**config.mk**
```make
export PLATFORM = sky130hd
export DESIGN_NAME = roundkey_store
export DESIGN_NICKNAME = d
export VERILOG_FILES = /design/src/rtl/aes_pkg.sv /design/src/rtl/roundkey_store.sv
export SDC_FILE = /design/constraint.sdc
export NUM_CORES = 2
export LEC_CHECK = 0
export CORE_AREA = 2 2 483 245
export CTS_CLUSTER_SIZE = 10
export DETAILED_ROUTE_END_ITERATION = 6
export DIE_AREA = 0 0 485 247
export GPL_TIMING_DRIVEN = 0
export MAX_ROUTING_LAYER = met4
export PLACE_DENSITY = 0.8
export SYNTH_ARGS = -nofsm -noshare
export SYNTH_HDL_FRONTEND = slang
export SYNTH_SLANG_ARGS = --single-unit
```
**constraint.sdc**
```tcl
create_clock -name clk -period 2.8 [get_ports clk]
set_input_delay 0.28 -clock clk [delete_from_list [all_inputs] [get_ports clk]]
set_output_delay 0.28 -clock clk [all_outputs]
set_load 0.05 [all_outputs]
```
**src/rtl/aes_pkg.sv**
```systemverilog
// Shared AES key-schedule constants, size helpers and the round-key store FSM state type.
package aes_pkg;

  localparam int WORD = 32;
  localparam int NB   = 4;

  typedef enum logic [1:0] {IDLE, LOAD, READY} state_t;

  function automatic int nr_of(input int nk);
    return nk + 6;
  endfunction

  function automatic int tw_of(input int nk, input int nb);
    return nb * (nr_of(nk) + 1);
  endfunction

endpackage

```
**src/rtl/roundkey_store.sv**
```systemverilog
// Captures an expanded AES key schedule word by word and serves whole round keys.
// Reads have 1-cycle latency; o_ready is high only while loading, with no further backpressure.
module roundkey_store #(
  parameter int WORD = aes_pkg::WORD,
  parameter int NB   = aes_pkg::NB,
  parameter int NK   = 4
) (
  input  logic               clk,
  input  logic               rst,
  input  logic               i_start,
  input  logic               i_valid,
  input  logic [WORD-1:0]    i_word,
  output logic               o_ready,
  input  logic               i_rd_en,
  input  logic [3:0]         i_rd_idx,
  output logic [NB*WORD-1:0] o_rk,
  output logic               o_rk_valid,
  output logic               o_rd_err,
  output logic               o_done
);
  import aes_pkg::*;

  localparam int NR = nr_of(NK);
  localparam int TW = tw_of(NK, NB);
  localparam int KW = NB * WORD;
  localparam int CW = $clog2(TW);
  localparam int RW = $clog2(NR + 1);
  localparam logic [3:0] NR_IDX = 4'(NR);

  state_t        state;
  logic [CW-1:0] wcnt;
  logic [KW-1:0] pack;
  logic [KW-1:0] mem [NR+1];

  int            lane;
  logic [RW-1:0] round;
  logic          accept;
  logic          last_lane;
  logic          last_word;
  logic [KW-1:0] key_full;

  always_comb begin
    lane      = int'(wcnt) % NB;
    round     = RW'(int'(wcnt) / NB);
    accept    = (state == LOAD) && i_valid && !i_start;
    last_lane = (lane == NB - 1);
    last_word = (wcnt == CW'(TW - 1));
    // The last lane sits in the low word, so the finished key bypasses the pack register.
    key_full  = {pack[KW-1:WORD], i_word};
  end

  always_ff @(posedge clk or negedge rst) begin
    if (!rst) begin
      state   <= IDLE;
      wcnt    <= '0;
      pack    <= '0;
      o_ready <= 1'b0;
      o_done  <= 1'b0;
    end else begin
      case (state)
        IDLE, READY: begin
          if (i_start) begin
            state   <= LOAD;
            wcnt    <= '0;
            pack    <= '0;
            o_ready <= 1'b1;
            o_done  <= 1'b0;
          end
        end
        LOAD: begin
          if (i_start) begin
            wcnt <= '0;
            pack <= '0;
          end else if (i_valid) begin
            for (int l = 0; l < NB; l++) begin
              if (lane == l) pack[KW-1-l*WORD -: WORD] <= i_word;
            end
            if (last_word) begin
              state   <= READY;
              o_ready <= 1'b0;
              o_done  <= 1'b1;
            end else begin
              wcnt <= wcnt + 1'b1;
            end
          end
        end
        default: begin
          state   <= IDLE;
          o_ready <= 1'b0;
          o_done  <= 1'b0;
        end
      endcase
    end
  end

  always_ff @(posedge clk or negedge rst) begin
    if (!rst) begin
      for (int r = 0; r <= NR; r++) mem[r] <= '0;
    end else if (accept && last_lane) begin
      mem[round] <= key_full;
    end
  end

  // Reads are only honoured once READY is registered, so a read alongside the final write is rejected.
  always_ff @(posedge clk or negedge rst) begin
    if (!rst) begin
      o_rk       <= '0;
      o_rk_valid <= 1'b0;
      o_rd_err   <= 1'b0;
    end else begin
      o_rk_valid <= 1'b0;
      o_rd_err   <= 1'b0;
      if (i_rd_en) begin
        if (state == READY && i_rd_idx <= NR_IDX) begin
          o_rk       <= mem[i_rd_idx];
          o_rk_valid <= 1'b1;
        end else begin
          o_rk     <= '0;
          o_rd_err <= 1'b1;
        end
      end
    end
  end

endmodule

```
# ---- Yosys cells after proc, flatten, opt, wreduce, memory -nomap -nowiden
# Index checks and enable logic that the tools add are counted.
dict set report word_totals {
  regBits 1644
  inputBits 41
  output_inout_bits 132
  elab_cells 97
}
dict set report classes {
  add_sub_neg 1
  n_lt_le_gt_ge 4
  n_eq_ne 15
  mux 39
  bitwise_logic 2
  reduce_logical 15
}
# operator n
set ops {}
lappend ops {{$bwmux 1408} 1}
lappend ops {{$mux 128} 7}
lappend ops {{$bmux 128 s4} 1}
lappend ops {{$demux 128 s4} 1}
lappend ops {{$pmux 128 s2} 1}
lappend ops {{$mux 32} 4}
lappend ops {{$logic_not 32->1} 1}
lappend ops {{$mux 6} 4}
lappend ops {{$reduce_and 4->1} 5}
lappend ops {{$mux 1} 12}
lappend ops {{$pmux 6 s2} 1}
lappend ops {{$ge 5x5->1 const B} 2}
lappend ops {{$not 4->5} 2}
lappend ops {{$ne 3x2->1 const B} 3}
lappend ops {{$mux 2} 4}
lappend ops {{$ne 2x2->1 const B} 4}
lappend ops {{$add 6x1->6 const B} 1}
lappend ops {{$eq 2x2->1 const B} 3}
lappend ops {{$eq 6x6->1 const B} 1}
lappend ops {{$ne 3x3->1 const B} 2}
lappend ops {{$logic_and 1x1->1} 5}
lappend ops {{$lt 5x1->1 const B} 1}
lappend ops {{$eq 2x1->1 const B} 2}
lappend ops {{$le 4x4->1 const B} 1}
lappend ops {{other kinds (6)} 7}

# ---- Longest topological paths before layout
dict set report logic_depth {
  word_depth 6
  depth_mapped 8
}

# ---- Least setup slack after synthesis
# Ideal clock, no wire load.
dict set report synth_timing {
  path_kind {register -> register}
  startpoint {register state[1]}
  endpoint {register mem[775] in the netlist's numbering}
  setup_time_ps 125
  t_arrival_ps 2328
  t_required_ps 2675
  setup_slack_ps 348
  path_stages_with_launch 9
  path_cell_list {dfrtp_1 -> buf_2 -> or3b_1 -> buf_2 -> or4_4 -> nor2_1 -> buf_4 -> buf_6 -> mux2_2}
}
dict set report synth_via {
  elab_chain_cells 4
}
# element line_no
set synth_lines {}
lappend synth_lines {{start: declaration} roundkey_store.sv:30} ;# state_t state;
lappend synth_lines {{start signal: assignment} roundkey_store.sv:54} ;# state <= IDLE;
lappend synth_lines {{start signal: assignment} roundkey_store.sv:63} ;# state <= LOAD;
lappend synth_lines {{start signal: assignment} roundkey_store.sv:79} ;# state <= READY;
lappend synth_lines {{$eq 2x1->1} roundkey_store.sv:45} ;# accept = (state == LOAD) && i_valid && !i_start;
lappend synth_lines {{$logic_and 1x1->1 (2 in a row)} roundkey_store.sv:45}
lappend synth_lines {{$logic_and 1x1->1} roundkey_store.sv:99} ;# end else if (accept && last_lane) begin
lappend synth_lines {{end signal: indexed assignment} roundkey_store.sv:100} ;# mem[round] <= key_full;
lappend synth_lines {{end: declaration} roundkey_store.sv:33} ;# logic [KW-1:0] mem [NR+1];
# Every way passes these cells.
# A chain may end at the register's enable or synchronous reset.

# ---- Worst setup path in the final report
dict set report layout_timing {
  startpoint {register wcnt[0]}
  endpoint {register mem[48] in the netlist's numbering}
}
dict set report layout_via {
  elab_chain_cells 2
}
# element line_no
set layout_lines {}
lappend layout_lines {{start: declaration} roundkey_store.sv:31} ;# logic [CW-1:0] wcnt;
lappend layout_lines {{start signal: assignment} roundkey_store.sv:83} ;# wcnt <= wcnt + 1'b1;
lappend layout_lines {{$eq 2x1->1} roundkey_store.sv:46} ;# last_lane = (lane == NB - 1);
lappend layout_lines {{$logic_and 1x1->1} roundkey_store.sv:99}
# Every way passes these cells.

==> results.md <==
* 1st-pass router iterations at 6
* Synth Flop Type: dfrtp_1
* Status: finished with violations
* Clock Skew at 0.03083 ns
* Tcrit/Tclk final at 100.1%
* Yosys cell types at between 40 and 50
* DRT iter0 DRCs at about 5.7k
* Final Critical Period at between 2 and 3 ns
* Hold endpoint: mem[4]$_DFFE_PN0P_
* Hold slack at 0.1501 ns
* Routed Antenna Nets at 0
* Die Ht at between 200 and 250 microns
* CTS tree: built
* Worst path required time at about 3.5 ns
* Final Slew Violations at 0
* Layout cells sized above 1 at 36.06%
* Post-Synthesis Cells at 5006
* CP max FO at 10
* Io pins at ~170
* Setup Viol. Count Final at 1
* CP endpoint kind: register
* Residual DRC count at 0
* Core ar. at 0.1164 sq mm
* Post-route cell area at a little over 0.08 sq mm
* HPWL Detailed at between 100 and 150 mm
* Worst reg2reg path startpoint: wcnt[0]$_DFFE_PN0P_
* CTS HTree Levels at 4
* All-Layer GR Usage at between 30 and 40%
* Yosys top cell by area: dfrtp_1
* Row cnt at ~90
* Syn nets at between 5k and 6k
* Max clock buf depth at 3
* Largest net degree at the start of global routing at roughly 190
* Most common cell after layout, fill and taps aside: dfrtp_1
* Reg2reg setup slack at -0.004 ns
* Synthesized flop and latch total at ~1.6k
* Worst VDD drop at 0.4669 mV
* Leak Pwr at 39.24 nW
* Buffers on Ports at 168
* Violated checks: negative setup slack
* DR vias at between 40k and 50k
* Tot Pwr at 50.20 mW
* Max Freq at 356.6 MHz
* CP startpoint kind: register
* Least-Margin Pin Slew at ~1.2 ns
* Maxcap violations at 0
* Syn_area_per_cell at ~14 sq um
* Vias in the first global route at approximately 47k
* DP Area at 0.07532 sq mm
* Routed WL at roughly 210 mm
* Dominant cells by area after synthesis: dfrtp_1, mux2_2, mux4_2
* Final GP Congestion at between 0.9 and 1
* Ys async rst share at 100.0%
* Clk_lat worst skew at 0.81 ns
* Crit Path Class: reg2reg
* Die ar. at roughly 0.12 sq mm
* Worst hold path type: in2reg
* Slew headroom at between 10% and 20%
* FF-to-FF End: mem[48]$_DFFE_PN0P_
* Worst R2R Path Depth at 6
* Sequential share of the synthesized area at slightly below 60%
* Clock-pin transition on the worst setup and hold timing paths at approximately 0.06 ns
* TritonCTS Sinks at 1644
* Initial antenna violation count at 30
* Routed vias/inst at around 6.7
* Post-synth EDFFs at 0
* Synth top area share at around 58%
* P per Cell Area at a little over 600 mW/mm^2
* CTS buffer count at roughly 180
* CTS root buf: clkbuf_16
* Synthesis Warnings at 0
* Fin. Hold Viols at 0
* Hold Crit Start: i_word[4]
* Worst path arrival time at ~3.5 ns
* Nets at 5441
* Layout area overhead at 13.38%
* Global-route wire length before repair at around 310 mm
* Routed WL per cell at a little under 30 microns
* Initial core utilization at 61.35%
* Die width at about 490 microns
* Final WS setup at -0.004013 ns
* Worst Hold Depth at 2
* Most frequent cells in the layout: dfrtp_1, mux2_2, nand2_1
* Grt total ovfl at 0
* Mapped Area at between 0.07 and 0.08 sq mm
-- critical path, stage by stage (launching register included) --
cell      delay (ns)
dfrtp_1         0.45
ha_1            0.30
nand3b_1        0.20
nor3_2          0.47
buf_2           0.43
buf_2           0.42
mux2_2          0.39
-- synth_stat cells, types with 3 or more instances --
library cell  number
nor2_1            12
nand3_1            3
mux4_2           256
o22ai_1          127
dfrtp_1         1644
clkbuf_1         348
o211ai_1           4
o32ai_1          128
mux2_1           126
buf_1             38
a21oi_1            6
buf_4             15
nand2b_1           3
ha_1               4
o21ai_0          105
buf_6             27
buf_2             64
nand3b_1           4
a221oi_1         127
mux2_2          1281
nand2_1          523
inv_1            135
-- how the worst max path moves through the flow --
stage | startpoint | to | slack (ns) | cells past startpoint
after global routing | wcnt[0]$_DFFE_PN0P_ | mem[48]$_DFFE_PN0P_ | -0.02 | 6
after global placement | rst | mem[1042]$_DFFE_PN0P_ | -71.52 | 1
after detailed placement | rst | mem[1170]$_DFFE_PN0P_ | -1.34 | 6
final | wcnt[0]$_DFFE_PN0P_ | mem[48]$_DFFE_PN0P_ | -0.004 | 6
after CTS | state[1]$_DFFE_PN0P_ | mem[1401]$_DFFE_PN0P_ | -0.03 | 8
after floorplan | state[1]$_DFFE_PN0P_ | mem[775]$_DFFE_PN0P_ | 0.35 | 8
-- flip-flops by register name (all words and copies together), names as in the netlist --
signal	flops
o_rd_err	1
o_rk	128
o_done	1
o_ready	1
state	2
mem	1408
o_rk_valid	1
wcnt	6
pack	96
-- where the power goes --
group	internal, mW	switching, mW	total [mW]
Combinational	1.22	2.89	4.11
Sequential	24.5	0.425	24.9
Clock	11.9	9.27	21.2
Total	37.6	12.6	50.2
-- metal layers --
metal	GRT usage, %	vias up	routed length (microns)
met1	51.27	24860	86740
met2	46.97	2471	86700
met4	13.17	0	7421
li1	-	18960	-
met3	12.53	414	25900
met5	-	-	0
-- final cells by class --
class	count	area [sq um]
diodes	21	52.55
plain buffers	490	2347
clock buffers	194	4790
clock inverters	7	95.09
fillers	7543	35420
inverters	135	506.7
multi-input cells	2735	27610
flip-flops and latches	1644	41140
well taps	1547	1936
repair buffers	208	2472
-- timing repair --
item | CTS | global route
hold buffers | 1 | 11
hold endpoints to repair | 224 | 217
gates cloned | 2 | 3
setup endpoints to repair | 1253 | 1197
pin swaps | 1 | 2
buffers inserted | 2 | 11
resized for setup | 52 | 53
-- logic make-up (layout without fill, tap and decap cells) --
family,after synthesis,in the layout,synth area share [%]
AND/OR/NAND/NOR,564,564,3.126
multiplexers,1664,1664,30.28
AO/OA/AOI/OAI,503,503,5.128
flip-flops,1644,1644,57.62
other,0,21,0
buffers and inverters,627,1034,3.771
adder cells (fa/ha/maj),4,4,0.07010
-- stage by stage --
stage	std cells	worst slack, ns	TNS (ns)	utilization (%)
3_5_place_dp	6731	-1.342	-703.04	64.73
5_1_grt	6979	-0.01968	-0.1527	69.56
2_1_floorplan	5006	0.3478	0	-
6_report	6981	-0.004013	-0.004013	69.56
3_3_place_gp	6721	-71.52	-	64.46
4_1_cts	6937	-0.02893	-0.1104	69.10
Note: power is estimated with default switching activity, not from simulation.
